===== config.mk =====
export PLATFORM = sky130hd
export DESIGN_NAME = vend_ctrl_multi_flat
export DESIGN_NICKNAME = d
export VERILOG_FILES = /design/src/rtl/vend_ctrl_multi_if.sv /design/src/rtl/vend_ctrl_multi.sv /design/src/flat_wrapper.sv
export SDC_FILE = /design/constraint.sdc
export NUM_CORES = 1
export LEC_CHECK = 0
export BUFFER_PORTS_ARGS = -buffer_cell sky130_fd_sc_hd__buf_4
export CAP_MARGIN = 20
export CORE_ASPECT_RATIO = 1.4
export CORE_MARGIN = 1.5
export CORE_UTILIZATION = 51
export DETAILED_ROUTE_END_ITERATION = 7
export GPL_TIMING_DRIVEN = 0
export PLACE_DENSITY = 0.68
export SLEW_MARGIN = 15
export SYNTH_ARGS = -nofsm -noshare
export SYNTH_HDL_FRONTEND = slang
export SYNTH_SLANG_ARGS = --single-unit

===== constraint.sdc =====
create_clock -name clk -period 3.25 [get_ports clk]
set_input_delay 0.8125 -clock clk [delete_from_list [all_inputs] [get_ports clk]]
set_output_delay 0.8125 -clock clk [all_outputs]
set_load 0.005 [all_outputs]

===== src/rtl/vend_ctrl_multi_if.sv =====
// Handshake bundle between the coin/keypad front end and the vending controller.
// The master side is the front end; the slave side is the controller.
interface vend_ctrl_multi_if #(
   parameter int SEL_W    = 2,
   parameter int CREDIT_W = 6
);
   logic [1:0]          in;
   logic [SEL_W-1:0]    sel;
   logic                vend_req;
   logic                cancel;
   logic                out;
   logic [SEL_W-1:0]    item;
   logic [1:0]          change;
   logic [CREDIT_W-1:0] credit;
   logic                coin_reject;
   logic                deny;
   logic                busy;

   modport master (output in, sel, vend_req, cancel,
                   input  out, item, change, credit, coin_reject, deny, busy);
   modport slave  (input  in, sel, vend_req, cancel,
                   output out, item, change, credit, coin_reject, deny, busy);
endinterface


===== src/rtl/vend_ctrl_multi.sv =====
// Multi-product vending controller: bounded credit, per-product prices,
// greedy one-coin-per-cycle change, cancel refund and inactivity timeout.
module vend_ctrl_multi #(
   parameter int                          N_PROD      = 4,
   parameter int                          SEL_W       = 2,
   parameter int                          CREDIT_W    = 6,
   parameter int                          MAX_CREDIT  = 40,
   parameter int                          COIN_HI     = 5,
   parameter logic [N_PROD*CREDIT_W-1:0]  PRICES      = {6'd12, 6'd7, 6'd4, 6'd3},
   parameter int                          TIMEOUT_CYC = 1000
) (
   input  logic                 clk,
   input  logic                 rst,
   vend_ctrl_multi_if.slave     bus
);
   localparam int CNT_W = $clog2(TIMEOUT_CYC + 1);

   typedef enum logic [1:0] {IDLE, CREDIT, VEND, CHANGE} state_t;

   state_t              state, state_nxt;
   logic [CREDIT_W-1:0] credit_q, credit_nxt;
   logic [SEL_W-1:0]    item_q, item_nxt;
   logic [CNT_W-1:0]    idle_cnt, idle_cnt_nxt;
   logic                reject_q, reject_nxt;
   logic                deny_q, deny_nxt;

   logic                coin;
   logic [CREDIT_W:0]   coin_val;
   logic [CREDIT_W:0]   credit_sum;
   logic [CREDIT_W-1:0] price_sel;
   logic                sel_valid;
   logic [1:0]          change_code;
   logic [CREDIT_W-1:0] change_val;

   // Price lookup; selections beyond the product range are flagged invalid.
   always_comb begin
      price_sel = '0;
      sel_valid = 1'b0;
      for (int i = 0; i < N_PROD; i++) begin
         if (bus.sel == SEL_W'(i)) begin
            price_sel = PRICES[i*CREDIT_W +: CREDIT_W];
            sel_valid = 1'b1;
         end
      end
   end

   always_comb begin
      coin_val = '0;
      unique case (bus.in)
         2'b01:   coin_val = (CREDIT_W+1)'(1);
         2'b10:   coin_val = (CREDIT_W+1)'(2);
         2'b11:   coin_val = (CREDIT_W+1)'(COIN_HI);
         default: coin_val = '0;
      endcase
   end

   assign coin       = (bus.in != 2'b00);
   assign credit_sum = {1'b0, credit_q} + coin_val;

   // Greedy change coin chosen from the credit still owed.
   always_comb begin
      change_code = 2'b01;
      change_val  = CREDIT_W'(1);
      if (credit_q >= CREDIT_W'(COIN_HI)) begin
         change_code = 2'b11;
         change_val  = CREDIT_W'(COIN_HI);
      end else if (credit_q >= CREDIT_W'(2)) begin
         change_code = 2'b10;
         change_val  = CREDIT_W'(2);
      end
   end

   always_comb begin
      state_nxt    = state;
      credit_nxt   = credit_q;
      item_nxt     = item_q;
      idle_cnt_nxt = idle_cnt;
      reject_nxt   = 1'b0;
      deny_nxt     = 1'b0;
      unique case (state)
         IDLE: begin
            if (coin) begin
               credit_nxt   = coin_val[CREDIT_W-1:0];
               idle_cnt_nxt = '0;
               state_nxt    = CREDIT;
            end
            if (bus.vend_req) deny_nxt = 1'b1;
         end
         CREDIT: begin
            if (bus.cancel) begin
               reject_nxt   = coin;
               idle_cnt_nxt = '0;
               state_nxt    = CHANGE;
            end else if (bus.vend_req) begin
               reject_nxt   = coin;
               idle_cnt_nxt = '0;
               if (!sel_valid || price_sel > credit_q) begin
                  deny_nxt = 1'b1;
               end else begin
                  item_nxt   = bus.sel;
                  credit_nxt = credit_q - price_sel;
                  state_nxt  = VEND;
               end
            end else if (idle_cnt == CNT_W'(TIMEOUT_CYC - 1)) begin
               // This cycle completes the inactive run; the timeout outranks any coin.
               reject_nxt   = coin;
               idle_cnt_nxt = '0;
               state_nxt    = CHANGE;
            end else if (coin && credit_sum <= (CREDIT_W+1)'(MAX_CREDIT)) begin
               credit_nxt   = credit_sum[CREDIT_W-1:0];
               idle_cnt_nxt = '0;
            end else begin
               reject_nxt   = coin;
               idle_cnt_nxt = idle_cnt + CNT_W'(1);
            end
         end
         VEND: begin
            reject_nxt = coin;
            state_nxt  = (credit_q != '0) ? CHANGE : IDLE;
         end
         CHANGE: begin
            reject_nxt = coin;
            credit_nxt = credit_q - change_val;
            if (credit_q == change_val) state_nxt = IDLE;
         end
         default: state_nxt = IDLE;
      endcase
   end

   always_ff @(posedge clk) begin
      if (rst) begin
         state    <= IDLE;
         credit_q <= '0;
         item_q   <= '0;
         idle_cnt <= '0;
         reject_q <= 1'b0;
         deny_q   <= 1'b0;
      end else begin
         state    <= state_nxt;
         credit_q <= credit_nxt;
         item_q   <= item_nxt;
         idle_cnt <= idle_cnt_nxt;
         reject_q <= reject_nxt;
         deny_q   <= deny_nxt;
      end
   end

   assign bus.out         = (state == VEND);
   assign bus.item        = item_q;
   assign bus.change      = (state == CHANGE) ? change_code : 2'b00;
   assign bus.credit      = credit_q;
   assign bus.coin_reject = reject_q;
   assign bus.deny        = deny_q;
   assign bus.busy        = (state == VEND) || (state == CHANGE);
endmodule

===== src/flat_wrapper.sv =====
// flat-port wrapper written by rule: the top's interface ports become plain ports
module vend_ctrl_multi_flat 
#(
   parameter int                          N_PROD      = 4,
   parameter int                          SEL_W       = 2,
   parameter int                          CREDIT_W    = 6,
   parameter int                          MAX_CREDIT  = 40,
   parameter int                          COIN_HI     = 5,
   parameter logic [N_PROD*CREDIT_W-1:0]  PRICES      = {6'd12, 6'd7, 6'd4, 6'd3},
   parameter int                          TIMEOUT_CYC = 1000
)
  (clk, rst, bus_in, bus_sel, bus_vend_req, bus_cancel, bus_out, bus_item, bus_change, bus_credit, bus_coin_reject, bus_deny, bus_busy);
  vend_ctrl_multi_if #(.SEL_W(SEL_W), .CREDIT_W(CREDIT_W)) bus_i ();
  input  logic clk;
  input  logic rst;
  input wire logic [$bits(bus_i.in)-1:0] bus_in;
  input wire logic [$bits(bus_i.sel)-1:0] bus_sel;
  input wire logic [$bits(bus_i.vend_req)-1:0] bus_vend_req;
  input wire logic [$bits(bus_i.cancel)-1:0] bus_cancel;
  output wire logic [$bits(bus_i.out)-1:0] bus_out;
  output wire logic [$bits(bus_i.item)-1:0] bus_item;
  output wire logic [$bits(bus_i.change)-1:0] bus_change;
  output wire logic [$bits(bus_i.credit)-1:0] bus_credit;
  output wire logic [$bits(bus_i.coin_reject)-1:0] bus_coin_reject;
  output wire logic [$bits(bus_i.deny)-1:0] bus_deny;
  output wire logic [$bits(bus_i.busy)-1:0] bus_busy;
  assign bus_i.in = bus_in;
  assign bus_i.sel = bus_sel;
  assign bus_i.vend_req = bus_vend_req;
  assign bus_i.cancel = bus_cancel;
  assign bus_out = bus_i.out;
  assign bus_item = bus_i.item;
  assign bus_change = bus_i.change;
  assign bus_credit = bus_i.credit;
  assign bus_coin_reject = bus_i.coin_reject;
  assign bus_deny = bus_i.deny;
  assign bus_busy = bus_i.busy;
  vend_ctrl_multi #(.N_PROD(N_PROD), .SEL_W(SEL_W), .CREDIT_W(CREDIT_W), .MAX_CREDIT(MAX_CREDIT), .COIN_HI(COIN_HI), .PRICES(PRICES), .TIMEOUT_CYC(TIMEOUT_CYC)) u_core (.clk(clk), .rst(rst), .bus(bus_i));
endmodule

# ---- Word level (Yosys, flattened, before mapping)
# Index checks and enable logic that the tools add are counted.
# W data, S select, Z words.
dict set report totals {
  reg_bits 22
  inputBits 8
  output_inout_bits 14
  wordCells 95
}
dict set report classes {
  add_sub_neg 4
  order_cmp 4
  reduce_logical 15
  bitwise 2
  eq_ne 19
  n_mux 45
}
# operator n
set ops {}
lappend ops {{$mux W10} 5}
lappend ops {{$mux W6} 7}
lappend ops {{$mux W2} 12}
lappend ops {{$pmux W10 S2} 1}
lappend ops {{$pmux W6 S3} 1}
lappend ops {{$eq A2 B2 Y1 const B} 6}
lappend ops {{$mux W1} 12}
lappend ops {{$add A10 B1 Y10 const B} 1}
lappend ops {{$eq A10 B10 Y1 const B} 1}
lappend ops {{$pmux W3 S3} 1}
lappend ops {{$pmux W2 S4} 1}
lappend ops {{$reduce_and A4 Y1} 2}
lappend ops {{$add A6 B3 Y7} 1}
lappend ops {{$le A7 B6 Y1 const B} 1}
lappend ops {{$eq A2 B1 Y1 const B} 3}
lappend ops {{$eq A6 B6 Y1} 1}
lappend ops {{$ge A6 B2 Y1 const B} 1}
lappend ops {{$ge A6 B3 Y1 const B} 1}
lappend ops {{$gt A4 B6 Y1} 1}
lappend ops {{$mux W3} 2}
lappend ops {{$ne A3 B3 Y1 const B} 2}
lappend ops {{$reduce_and A6 Y1} 1}
lappend ops {{$reduce_bool A6 Y1} 1}
lappend ops {{$sub A6 B4 Y6} 1}
lappend ops {{other kinds (17)} 23}

# ---- Depth between registers and ports, before layout
dict set report logic_depth {
  word_depth 11
  ltp_mapped 13
  depth_no_buf 12
}

# ---- Least setup slack after synthesis
# No wires, ideal clock.
dict set report synth_path {
  kind {input to register}
  start {input bus_in[0]}
  end {register u_core.credit_q[5], in the netlist u_core.bus.credit[5]}
  setup_ns 0.123
  path_stages 9
  n_path_buf 0
  slack_ns 0.334
  t_arrival_ns 2.793
  t_required_ns 3.127
  path_cell_list {nand2b_1 fa_1 xnor2_1 nor4b_2 o21ai_0 a32o_2 o32a_4 o211ai_2 o31ai_2}
}
dict set report synth_between {
  elab_chain_cells 8
  elab_cells_between_ends 16
  cone_classes {add/sub: 1; order compare: 1; eq/ne: 5; mux: 6; reduce/logical: 3}
}
# element line_no
set synth_lines {}
lappend synth_lines {{from (decl)} flat_wrapper.sv:16} ;# input wire logic [$bits(bus_i.in)-1:0] bus_in;
lappend synth_lines {{branches (longest 8 deep; another with $add A6 B3 Y7)} n/a}
lappend synth_lines {{to (signal assigned)} vend_ctrl_multi.sv:140} ;# credit_q <= credit_nxt;
lappend synth_lines {{to (decl)} vend_ctrl_multi.sv:21} ;# logic [CREDIT_W-1:0] credit_q, credit_nxt;
# Parallel ways; which one is timed is not known. The select of a mux whose other input is x is not followed.
# A chain may end at the register's enable or synchronous reset.

# ---- Worst setup path in the final report
dict set report layout_path {
  start {input bus_in[0]}
  end {register u_core.credit_q[3], in the netlist u_core.bus.credit[3]}
}
# The elaborated chain is that of the path after synthesis.

==> flow_summary_export.csv <==
group,metric,value,unit
global_routing,grt_pass1_vias,1652,
setup_path,cp-start-kind,"input pin",
drt,drc,0,
setup_path,required,3.40,ns
timing,rsz0062_at_grt,"false",
die,row_count,25,
place,placed_cell_area,2080,um^2
drt,vias_per_cell,5.96,
global_routing,grt_pass1_wl,7.49,mm
setup_path,r2r_slack,0.31,ns
cts,numCtsBuffers,3,
cts,h-tree-depth,1,
cts,cts.clk_slew.worst_paths,0.08,ns
cts,post_cts_buffers,0,
layout,final_area,2120,um^2
synth,synth-edff-count,0,
setup_path,crit_path_end_kind,"register",
synth,ys_dominant_reg_cell,"dfxtp_1",
timing,setup_viol,0,
cts,cts_sinks,22,
die,pin_count,22,
synth,ys_seq_area_share,23.4,%
cts,cts_tree,"yes",
timing,layout_setup_ws,0.216,ns
synth,synth_area_leaders,"dfxtp_1 23%, ha_1 7.3%, nor2_1 5.2%, nand2_1 3.4%, fa_1 3.2%",
cts,post_cts_resized,0,
layout,mostFrequentLayoutCells,"26 x nor2_1, 22 x dfxtp_1, 20 x buf_4",
layout,final_nets,275,
cts,cts-root-buf,"clkbuf_8",
run,drv_cap,0,
timing,finalHoldViolCount,0,
die,initial_core_util,54.8,%
power_and_ir_drop,p_leak,0.000917,uW
layout,diodes,0,
place,portBuffers,19,
drt,wire_per_inst,15.8,um
power_and_ir_drop,power_frac_clock,13.8,%
synth,synth-seq-cells,22,
timing,min_period_over_period,93.3,%
cts,clockBufferDepth,2,
setup_path,arrival,3.18,ns
synth,synth_area,1880,um^2
place,pre_cts_ws,-0.0561,ns
layout,final_common_cell,"nor2_1",
power_and_ir_drop,power_density,578,nW/um^2
synth,syn_nets,251,
cts,clk_latency,0.26,ns
layout,layout-drive-gt1-share,19.1,%
layout,synthToLayoutAreaGrowth,12.4,%
power_and_ir_drop,pwr-share-comb,59.0,%
power_and_ir_drop,pwr-share-seq,27.2,%
global_routing,antenna_found_initial,0,
min_path,min_path_cells,2,
power_and_ir_drop,ir_drop,401,uV
die,die_height,74.9,um
drt,ant_nets,0,
die,core,3440,um^2
timing,timing.final.max_slew_violations,0,
drt,routed_wl,4.59,mm
timing,hold_ws,0.479,ns
synth,yosys.cell_types.count,63,
synth,syn_area_per_cell,8.23,um^2
timing,max_freq,330,MHz
die,die_area,4070,um^2
global_routing,grt_max_degree,12,
status,status,"complete, no violations",
die,die_x,54.4,um
timing,fin_crit,3.03,ns
global_routing,grtUsageTotal,24.9,%
power_and_ir_drop,power.total,1230,uW
timing,max-slew-margin-rel,53.1,%
setup_path,ff2ff_path_depth,9,
place,place.gp.congestion,0.868,
cts,cts_hold_buf,0,
synth,yosysTopAreaCellShare,23.4,%
synth,async_reset_ff_share,0,%
drt,first_iter_violations,41,
place,dp_hpwl,3.63,mm
min_path,hp-class,"reg -> reg",
drt,firstDrtPassIters,4,
power_and_ir_drop,p_int,712,uW
setup_path,crit_type,"in -> reg",
global_routing,grt_overflow,0,
synth,ys_warn_count,0,
timing,fin_skew,0.00354,ns
timing,worst_pin_slew,0.701,ns
power_and_ir_drop,p_sw_share,41.9,%
power_and_ir_drop,switching_power,514,uW
setup_path,critPathMaxFanout,7,
drt,num_vias,1734,
synth,yosysTopAreaCell,"dfxtp_1",
synth,netlist_instances,229,
==> power by group through the flow <==
stage	combinational [uW]	sequential, uW	clock (uW)
global route	809	340	185
floorplan	547	333	0
CTS	724	334	177
global placement	718	340	0
detailed placement	721	341	0
finish	723	333	170
==> per-stage QoR <==
stage | setup TNS [ns] | util, % | cells
3_5_place_dp | -0.0809 | 60.4 | 288
5_1_grt | 0 | 61.6 | 291
2_1_floorplan | 0 | - | 229
6_report | 0 | 61.6 | 291
4_1_cts | 0 | 61.6 | 291
3_3_place_gp | -0.0294 | 60.4 | 288
==> area by class of cell <==
cell class	count	area, um^2
multi-input cells	182	1310
well taps	40	50.0
fillers	324	1320
flip-flops and latches	22	440
plain buffers	13	91.3
clock buffers	3	41.3
inverters	12	45.0
repair buffers	19	143
==> sequential cells by signal, summed over array words and instances, names as in the netlist <==
signal	count
u_core.bus.credit	6
u_core.idle_cnt	10
u_core.state	2
u_core.bus.deny	1
u_core.bus.coin_reject	1
u_core.bus.item	2
==> critical path: stages <==
cell and delay (ns):
buf_4 0.13, nand2b_1 0.19, fa_1 0.43, xnor2_1 0.17
nor4b_2 0.22, o21ai_0 0.11, a32o_2 0.35, o32a_4 0.42
o211ai_1 0.23, o21ai_1 0.10
==> synthesized netlist by cell type (all sizes together), types with 6 or more instances <==
master / number
a211oi: 6
a21oi: 9
clkbuf: 8
dfxtp: 22
ha: 11
inv: 12
nand2: 17
nand3: 6
nor2: 27
o211ai: 6
o21ai: 20
==> layer usage <==
layer  up-vias  share of wire (%)  global-route usage [%]
met5         -                  0                       0
met4         0                2.4                    7.22
met3        11                2.4                    2.38
met2        34                 53                    47.8
met1       812                 42                    28.0
li1        877                  -                       -
==> path summary, 6_finish.rpt <==
| path | start | end |
|---|---|---|
| setup reg to reg | u_core.bus.credit[1]$_SDFFE_PP0P_ | u_core.bus.credit[3]$_SDFFE_PP0P_ |
| hold reg to reg | u_core.idle_cnt[8]$_SDFFE_PP0P_ | u_core.idle_cnt[8]$_SDFFE_PP0P_ |
| setup / recovery | bus_in[0] | u_core.bus.credit[3]$_SDFFE_PP0P_ |
| hold / removal | u_core.idle_cnt[8]$_SDFFE_PP0P_ | u_core.idle_cnt[8]$_SDFFE_PP0P_ |
==> cells by family (layout without fill, tap and decap cells) <==
kind of cell               after synthesis  in the layout  share of synthesized area [%]
muxes                                    4              4                           2.19
xor gates and xnor gates                 9              9                           4.18
DFF                                     22             22                           23.4
adders and majority gates               14             14                           10.5
AOI/OAI and AO/OA                       70             70                           29.0
and+or+nand+nor                         85             85                           23.5
buffers and inverters                   25             47                           7.24
No activity file was read; power rests on OpenSTA's default activity.
